===== src/rtl/multi_chan_buf_stub.sv =====
// N_CH independent valid/ready channels, each with a DEPTH-word first-word-fall-through FIFO,
// a write-side data transform and a wrapping completed-transfer counter.
module multi_chan_buf_stub #(
   parameter int N_CH   = 2,
   parameter int DATA_W = 8,
   parameter int DEPTH  = 4,
   parameter int MODE   = 0,
   parameter int CNT_W  = 16
) (
   input  logic                     clk,
   input  logic                     rst_n,
   input  logic [N_CH-1:0]          valid_i,
   output logic [N_CH-1:0]          ready_o,
   input  logic [N_CH*DATA_W-1:0]   data_i,
   output logic [N_CH-1:0]          valid_o,
   input  logic [N_CH-1:0]          ready_i,
   output logic [N_CH*DATA_W-1:0]   data_o,
   output logic [N_CH*CNT_W-1:0]    xfer_cnt_o
);

   localparam int AW = $clog2(DEPTH);
   localparam int OW = $clog2(DEPTH + 1);

   function automatic logic [DATA_W-1:0] xform(input logic [DATA_W-1:0] d);
      case (MODE)
         1:       return ~d;
         2:       return d + DATA_W'(1);
         default: return d;
      endcase
   endfunction

   for (genvar c = 0; c < N_CH; c++) begin : g_ch
      logic [DATA_W-1:0] mem [DEPTH];
      logic [AW-1:0]     wr_ptr;
      logic [AW-1:0]     rd_ptr;
      logic [OW-1:0]     count;
      logic [OW-1:0]     count_nxt;
      logic [CNT_W-1:0]  cnt_q;
      logic              rdy_q;
      logic              push;
      logic              pop;

      // A full FIFO keeps rdy_q low, so a same-cycle pop never admits a push.
      assign push = valid_i[c] && rdy_q;
      assign pop  = (count != '0) && ready_i[c];

      // NOTE: every branch of a combinational block must assign its outputs; the default
      // first keeps count_nxt from being inferred as a latch.
      always_comb begin
         count_nxt = count;
         if (push && !pop)
            count_nxt = count + OW'(1);
         else if (pop && !push)
            count_nxt = count - OW'(1);
      end

      // NOTE: the storage array is cleared on reset so data_o reads zero out of reset;
      // this is affordable only because DEPTH is capped at 16 words.
      always_ff @(posedge clk or negedge rst_n) begin
         if (!rst_n) begin
            for (int i = 0; i < DEPTH; i++) mem[i] <= '0;
         end else if (push) begin
            mem[wr_ptr] <= xform(data_i[c*DATA_W +: DATA_W]);
         end
      end

      // NOTE: sequential state uses non-blocking assignments so every register samples
      // pre-edge values regardless of statement order.
      always_ff @(posedge clk or negedge rst_n) begin
         if (!rst_n) begin
            wr_ptr <= '0;
            rd_ptr <= '0;
            count  <= '0;
            cnt_q  <= '0;
            rdy_q  <= 1'b0;
         end else begin
            if (push) wr_ptr <= wr_ptr + AW'(1);
            if (pop) begin
               rd_ptr <= rd_ptr + AW'(1);
               cnt_q  <= cnt_q + CNT_W'(1);
            end
            count <= count_nxt;
            rdy_q <= (count_nxt != OW'(DEPTH));
         end
      end

      assign ready_o[c]                   = rdy_q;
      assign valid_o[c]                   = (count != '0);
      assign data_o[c*DATA_W +: DATA_W]   = mem[rd_ptr];
      assign xfer_cnt_o[c*CNT_W +: CNT_W] = cnt_q;
   end

endmodule

===== config.mk =====
export PLATFORM = sky130hd
export DESIGN_NAME = multi_chan_buf_stub
export DESIGN_NICKNAME = d
export VERILOG_FILES = /design/src/rtl/multi_chan_buf_stub.sv
export SDC_FILE = /design/constraint.sdc
export NUM_CORES = 1
export LEC_CHECK = 0
export BUFFER_PORTS_ARGS = -buffer_cell sky130_fd_sc_hd__buf_2
export CAP_MARGIN = 20
export CORE_MARGIN = 5
export CORE_UTILIZATION = 57
export CTS_CLUSTER_DIAMETER = 30
export CTS_CLUSTER_SIZE = 40
export DETAILED_ROUTE_END_ITERATION = 8
export GPL_TIMING_DRIVEN = 0
export HOLD_SLACK_MARGIN = 0.02
export PLACE_DENSITY = 0.79
export SKIP_CTS_REPAIR_TIMING = 1
export SLEW_MARGIN = 25
export SYNTH_ARGS = -nofsm -noshare
export SYNTH_HDL_FRONTEND = slang
export SYNTH_SLANG_ARGS = --single-unit

===== constraint.sdc =====
create_clock -name clk -period 2.85 [get_ports clk]
set_input_delay 0 -clock clk [delete_from_list [all_inputs] [get_ports clk]]
set_output_delay 0 -clock clk [all_outputs]
set_load 0.02 [all_outputs]

==> results of run 1 <==
where the power goes:
| group | leakage (nW) | switching [W] | internal, W |
|---|---|---|---|
| combinational | 1.41 | 0.00143 | 0.00143 |
| sequential | 1.35 | 0.000415 | 0.00225 |
| clock | 0.0966 | 0.000584 | 0.000344 |
logic make-up (layout without fill, tap and decap cells):
| group | Yosys count | in the layout |
|---|---|---|
| flops | 112 | 112 |
| simple gates | 98 | 98 |
| mux | 81 | 81 |
| xor+xnor | 38 | 38 |
| buf+inv | 24 | 131 |
| compound gates | 17 | 17 |
| fa+ha+maj | 16 | 16 |
worst max-delay path: cells and delay by family, from the launching register on:
family,cells,cell delay [ns]
DFF,1,0.46
muxes,1,0.35
adders and majority gates,1,0.20
and+or+nand+nor,2,0.20
buffers and inverters,3,0.46
routing by layer:
metal  share of wire (%)  global-route usage, %
met4                 1.5                   6.48
met2                  49                   30.0
met3                 4.4                   3.49
met1                  45                   25.6
met5                   0                      0
sequential cells by signal, summed over array words and instances, names as in the netlist:
| register | cells |
|---|---|
| g_ch.rd_ptr | 4 |
| g_ch.count | 6 |
| g_ch.cnt_q | 32 |
| g_ch.wr_ptr | 4 |
| g_ch.rdy_q | 2 |
| g_ch.mem | 64 |
per-stage QoR:
step / cell area (sq um) / hold WS [ns] / power, W / utilization, %
after global routing: 6130 / 0.0564 / 0.00689 / 67.3
after CTS: 5960 / -0.468 / 0.00651 / 65.5
after global placement: 5730 / 0.273 / 0.00542 / 63.0
after detailed placement: 5770 / -0.0586 / 0.00558 / 63.3
after floorplan: 5230 / -0.296 / 0.00477 / -
final: 6130 / 0.0334 / 0.00645 / 67.3
layout make-up:
type,count,share of cell area [%]
Clock inverter,7,1.18
Inverter,12,0.734
Tap cell,111,2.26
Buffer,12,1.16
Clock buffer,9,2.02
Multi-Input combinational cell,250,37.7
Sequential cell,112,45.7
Timing Repair Buffer,91,9.28
synthesized netlist by cell type (all sizes together):
master | number | area, sq um
a211o | 1 | 8.76
a21oi | 4 | 20.0
and2 | 7 | 46.3
and3 | 3 | 23.8
and4 | 4 | 35.0
buf | 12 | 71.3
dfrtp | 112 | 2800
ha | 16 | 200
inv | 12 | 45.0
mux2 | 65 | 732
mux4 | 16 | 360
nand2 | 33 | 126
nand2b | 2 | 12.5
nand3 | 12 | 72.6
nand4 | 7 | 73.8
nor2 | 10 | 37.5
nor3 | 9 | 50.1
nor3b | 1 | 7.51
nor4 | 6 | 68.8
o211ai | 4 | 30.0
o21a | 1 | 7.51
o21ai | 4 | 20.0
o22ai | 2 | 12.5
o31ai | 1 | 7.51
or3 | 4 | 25.0
xnor2 | 19 | 166
xor2 | 19 | 166
layout by cell type, fill, tap and decap left out, types with 2 or more instances in the layout:
cell,instances
dfrtp_1,112
buf_2,78
mux2_2,64
nand2_1,32
xnor2_1,19
xor2_1,19
dlygate4sd3_1,17
mux4_2,16
ha_1,16
inv_1,12
nand3_1,11
nor2_1,10
clkbuf_8,9
nor3_1,8
and2_1,6
nand4_1,5
nor4_2,5
a21oi_1,4
o211ai_1,4
and4_1,4
or3_1,4
o21ai_0,4
buf_4,3
buf_1,2
nand2b_1,2
buf_6,2
and3_1,2
o22ai_1,2
nand4_4,2
inv_8,2
clkinv_4,2
path summary, 6_finish.rpt:
path / from / end / slack, ns / depth (start not counted)
min reg2reg: g_ch[1].cnt_q[15] / g_ch[1].cnt_q[15] / 0.47 / 1
max in group asynchronous: rst_n / g_ch[0].cnt_q[7] / 2.08 / 3
min in group asynchronous: rst_n / g_ch[0].mem[29] / 0.10 / 2
min: ready_i[0] / g_ch[0].cnt_q[0] / 0.03 / 3
max reg2reg: g_ch[1].count[0] / g_ch[1].cnt_q[1] / 1.06 / 7
max: g_ch[1].count[0] / g_ch[1].cnt_q[1] / 1.06 / 7
==> results.sh, run 1 <==
export IMPL_status="complete, no violations"
export IMPL_synth_cell_types=38
export IMPL_setup_ws_ns=1.06
export IMPL_worstPathRequired_ns=3.10
export IMPL_drt_iter0_markers=118
export IMPL_finalCriticalPeriod_ns=1.79
export IMPL_grt_overflow=0
export IMPL_synth_simple_area_share_pct=11.1
export IMPL_synthMuxAreaShare_pct=20.9
export IMPL_seq_area_frac_synth_pct=53.6
export IMPL_cts_sinks=112
export IMPL_grt_use_total_pct=18.6
export IMPL_synth_compound_area_share_pct=2.03
export IMPL_drc=0
export IMPL_grt_pass1_vias=3429
export IMPL_numPortBuffers=73
export IMPL_multiInputGateArea_sq_um=2310
export IMPL_synth_seq_cells=112
export IMPL_die_w_um=106
export IMPL_crit_slowest_cell="dfrtp_1"
export IMPL_min_delay_path_class="in -> reg"
export IMPL_syn_to_final_growth_pct=17.3
export IMPL_synth_area_sq_um=5230
export IMPL_synthCells=386
export IMPL_core_sq_um=9110
export IMPL_grt_pass1_wl_mm=16.7
export IMPL_cp_end_kind="register"
export IMPL_ctsLongestPathBuffers=2
export IMPL_dp_slack_ns=1.08
export IMPL_slew_headroom_pct=60.0
export IMPL_start_util_pct=57.4
export IMPL_avgSynthCellArea_sq_um=13.5
export IMPL_crit_chain="inv_1, ha_1, nand2b_1, buf_6, and2_1, buf_2, mux2_1"
export IMPL_critical_path_peak_fanout=9
export IMPL_drv_slew=0
export IMPL_h_tree_depth=3
export IMPL_fin_cells=604
export IMPL_critPathKind="reg -> reg"
export IMPL_p_leak_nw=2.86
export IMPL_clk_latency_ns=0.37
export IMPL_synthAdderAreaFrac_pct=3.83
export IMPL_ir_worst_vdd_mv=0.540
export IMPL_rows=35
export IMPL_synth_nets=424
export IMPL_register_area_sq_um=2800
export IMPL_finalSetupViolations=0
export IMPL_dieArea_sq_um=11200
export IMPL_via_count=3301
export IMPL_fin_skew_ns=0.0181
export IMPL_grt_max_degree=73
export IMPL_max_cap_violations=0
export IMPL_viasPerCell=5.47
export IMPL_tightest_slew_ns=0.599
export IMPL_critPathArrivalTime_ns=2.04
export IMPL_synth_top_family_by_area="multiplexers"
export IMPL_die_h_um=106
export IMPL_ys_warn_count=0
export IMPL_ios=74
export IMPL_slowest_delay_ns=0.46
export IMPL_hold_violations=0
export IMPL_detail_route_first_pass_iterations=4
export IMPL_gp_congestion=0.793
export IMPL_finalNetCount=526
export IMPL_period_share_pct=62.6
export IMPL_n_antenna_cell=0
export IMPL_cts_root_buf="clkbuf_8"
export IMPL_cts_tree="yes"
export IMPL_routedWlPerCell_um=16.4
export IMPL_layout_drive_gt1_share_pct=38.9
export IMPL_fmax_mhz=560
export IMPL_timing_setup_tns_ns=0
export IMPL_synth_xor_area_share_pct=6.36
export IMPL_clk_pin_slew_worst_paths_ns=0.11
export IMPL_dp_cells=571
export IMPL_p_per_area_nw_per_um2=1050
export IMPL_drt_total_wl_mm=9.92
export IMPL_ant_nets=0
export IMPL_post_dp_hpwl_mm=6.88
export IMPL_antenna_found_initial=0
export IMPL_grt_setup_unrepaired="no"
export IMPL_cts_made_buffers=9
export IMPL_fill_cells=663
export IMPL_start_kind="register"
No activity file was read; power rests on OpenSTA's default activity.
==> run 2: changes to the inputs <==
- ABC_AREA: default -> 1
- clock period: 2.85 -> 1.75 ns (I/O delays scaled with it)
==> results.sh, run 2 <==
export IMPL_numPortBuffers=73
export IMPL_top_layer="met4"
export IMPL_yosysMostFrequentCell="nand2_1"
export IMPL_h_tree_depth=3
export IMPL_internal_power_w=0.00596
export IMPL_whs_endpoint="g_ch[1].cnt_q[3]"
export IMPL_routedWlPerCell_um=14.1
export IMPL_finalCriticalPeriod_ns=1.67
export IMPL_synthFlopType="dfrtp_1"
export IMPL_antenna_found_initial=0
export IMPL_start_util_pct=58.7
export IMPL_detail_route_first_pass_iterations=5
export IMPL_grt_pass1_vias=4584
export IMPL_drt_total_wl_mm=12.6
export IMPL_mostFrequentLayoutCells="183 x nand2_1, 112 x dfrtp_1, 104 x o21ai_0"
export IMPL_hold_violations=0
export IMPL_die_w_um=108
export IMPL_drt_iter0_markers=216
export IMPL_top_regs="g_ch.mem (64), g_ch.cnt_q (32), g_ch.count (6)"
export IMPL_synthMuxAreaShare_pct=0
export IMPL_layout_drive_gt1_share_pct=18.3
export IMPL_viasPerCell=5.27
export IMPL_dieArea_sq_um=11600
export IMPL_gp_congestion=0.841
export IMPL_status="complete, no violations"
export IMPL_p_leak_nw=3.26
export IMPL_max_cap_violations=0
export IMPL_rr_worst_depth=10
export IMPL_placed_area_sq_um=6010
export IMPL_seq_area_frac_synth_pct=51.4
export IMPL_die_h_um=108
export IMPL_cts_root_buf="clkbuf_8"
export IMPL_cts_tree="yes"
export IMPL_grt_use_total_pct=22.6
export IMPL_post_dp_hpwl_mm=8.84
export IMPL_critical_path_peak_fanout=9
export IMPL_synth_top_family_by_area="simple AND/OR/NAND/NOR gates"
export IMPL_hp_start="ready_i[1]"
export IMPL_synth_edff_count=0
export IMPL_cts_sinks=112
export IMPL_synth_area_leader_cell="dfrtp_1"
export IMPL_p_seq_share_pct=40.7
export IMPL_rr_startpoint="g_ch[0].count[0]"
export IMPL_ios=74
export IMPL_swShare_pct=43.5
export IMPL_synth_seq_cells=112
export IMPL_synth_xor_area_share_pct=3.54
export IMPL_ant_nets=0
export IMPL_slew_headroom_pct=62.3
export IMPL_synth_cell_types=25
export IMPL_synth_simple_area_share_pct=23.4
export IMPL_n_antenna_cell=0
export IMPL_synth_area_leaders="dfrtp_1 51%, nand2_1 13%, o21ai_0 9.6%"
export IMPL_met2RoutedLength_mm=6.26
export IMPL_worstPathRequired_ns=1.75
export IMPL_fmax_mhz=600
export IMPL_ctsLongestPathBuffers=2
export IMPL_period_share_pct=95.2
export IMPL_p_per_area_nw_per_um2=1640
export IMPL_timing_rr_end="g_ch[0].rdy_q"
export IMPL_m1WireLength_mm=5.56
export IMPL_via_count=4691
export IMPL_synth_area_sq_um=5450
export IMPL_hold_depth=4
export IMPL_clk_pin_slew_worst_paths_ns=0.10
export IMPL_layout_commonest_cell="nand2_1"
export IMPL_core_sq_um=9280
export IMPL_timing_setup_tns_ns=0
export IMPL_clkPwrFrac_pct=14.9
export IMPL_ir_worst_vdd_mv=1.11
export IMPL_tightest_slew_ns=0.566
export IMPL_avgSynthCellArea_sq_um=8.34
export IMPL_regMostFlops="g_ch.mem"
export IMPL_largest_reg_flops=64
export IMPL_synthAdderAreaFrac_pct=3.67
export IMPL_grt_pass1_wl_mm=21.3
export IMPL_ys_warn_count=0
export IMPL_synth_common_cells="183 x nand2_1, 112 x dfrtp_1, 105 x o21ai_0"
export IMPL_netlist_area_leader_share_pct=51.4
export IMPL_rows=35
export IMPL_critPathArrivalTime_ns=1.67
export IMPL_synth_compound_area_share_pct=11.5
export IMPL_rrSetupSlack_ns=0.19
export IMPL_start_kind="register"
export IMPL_cp_end_kind="primary output"
export IMPL_finalNetCount=795
export IMPL_synthCells=653
export IMPL_routed_wl_met3_um=613
export IMPL_fin_util_pct=69.3
export IMPL_synth_nets=691
export IMPL_cts_made_buffers=9
export IMPL_drc=0
export IMPL_finalSetupViolations=0
export IMPL_grt_overflow=0
export IMPL_grt_max_degree=61
export IMPL_p_switching_w=0.00459
export IMPL_fin_skew_ns=0.0101
export IMPL_clk_latency_ns=0.37
export IMPL_min_delay_path_class="in -> reg"
export IMPL_syn_to_final_growth_pct=18.1
export IMPL_drv_slew=0
export IMPL_synthArstFlopShare_pct=100
export IMPL_final_area_sq_um=6440
export IMPL_combinationalPowerShare_pct=44.4
export IMPL_critPathKind="reg -> out"
export IMPL_p_total_w=0.0106
-- run 2: cell types whose count changed after synthesis, moves of 14 or more --
| cell | before | now |
|---|---|---|
| nand2_1 | 32 | 183 |
| o21ai_0 | 4 | 105 |
| mux2_2 | 64 | 0 |
| nor2_1 | 10 | 66 |
| inv_1 | 12 | 60 |
| mux4_2 | 16 | 0 |
| o22ai_1 | 2 | 16 |
| xnor2_1 | 19 | 5 |
-- run 2: cell families after synthesis --
| kind of cell | count (synthesis) |
|---|---|
| AOI/OAI and AO/OA | 121 |
| xor gates and xnor gates | 22 |
| adders and majority gates | 16 |
| buffers and inverters | 84 |
| DFF | 112 |
| and+or+nand+nor | 298 |
-- run 2: worst max-delay path by stage --
stage | startpoint | cells past startpoint | end | slack [ns]
3_5_place_dp | g_ch[0].count[0] | 10 | g_ch[0].rdy_q | 0.19
3_3_place_gp | rst_n | 1 | g_ch[0].cnt_q[4] | -0.57
4_1_cts | g_ch[0].rd_ptr[0] | 6 | data_o[4] | -0.15
5_1_grt | g_ch[0].rd_ptr[0] | 6 | data_o[0] | -0.007
6_report | g_ch[0].rd_ptr[0] | 6 | data_o[3] | 0.08
2_1_floorplan | g_ch[0].count[0] | 8 | g_ch[0].cnt_q[8] | 0.32
-- run 2: stage by stage --
stage               setup WS, ns  std cells  hold WS [ns]
finish                    0.0833        890        0.0408
detailed placement         0.188        856        0.0188
global route            -0.00727        890        0.0455
global placement          -0.568        855         0.305
floorplan                  0.317        653        -0.296
CTS                       -0.145        871        -0.387
-- run 2: final cells by class --
cell class	count	area, sq um
Fill cell	774	2850
Sequential cell	112	2800
Multi-Input combinational cell	457	2300
Timing Repair Buffer	95	609
Inverter	64	244
Tap cell	129	161
Clock buffer	11	141
Buffer	18	125
Clock inverter	4	53.8
-- run 2: power groups by stage --
stage / registers [W] / clock network, W / logic, W
final: 0.00429 / 0.00157 / 0.00469
after global routing: 0.00443 / 0.00170 / 0.00526
after CTS: 0.00422 / 0.00158 / 0.00460
after detailed placement: 0.00426 / 0 / 0.00457
after global placement: 0.00421 / 0 / 0.00437
after floorplan: 0.00427 / 0 / 0.00307
-- run 2: routing by layer --
layer / vias up / global-route usage (%)
met2: 118 / 38.6
met4: 0 / 5.41
li1: 2276 / -
met3: 20 / 3.78
met1: 2277 / 30.1
met5: - / 0
-- run 2: worst max-delay path, cell delays in order (launching register included) --
cell	delay (ns)
dfrtp_1	0.34
clkbuf_4	0.20
clkinvlp_4	0.18
buf_4	0.18
o21ai_0	0.14
o22ai_1	0.10
buf_2	0.17
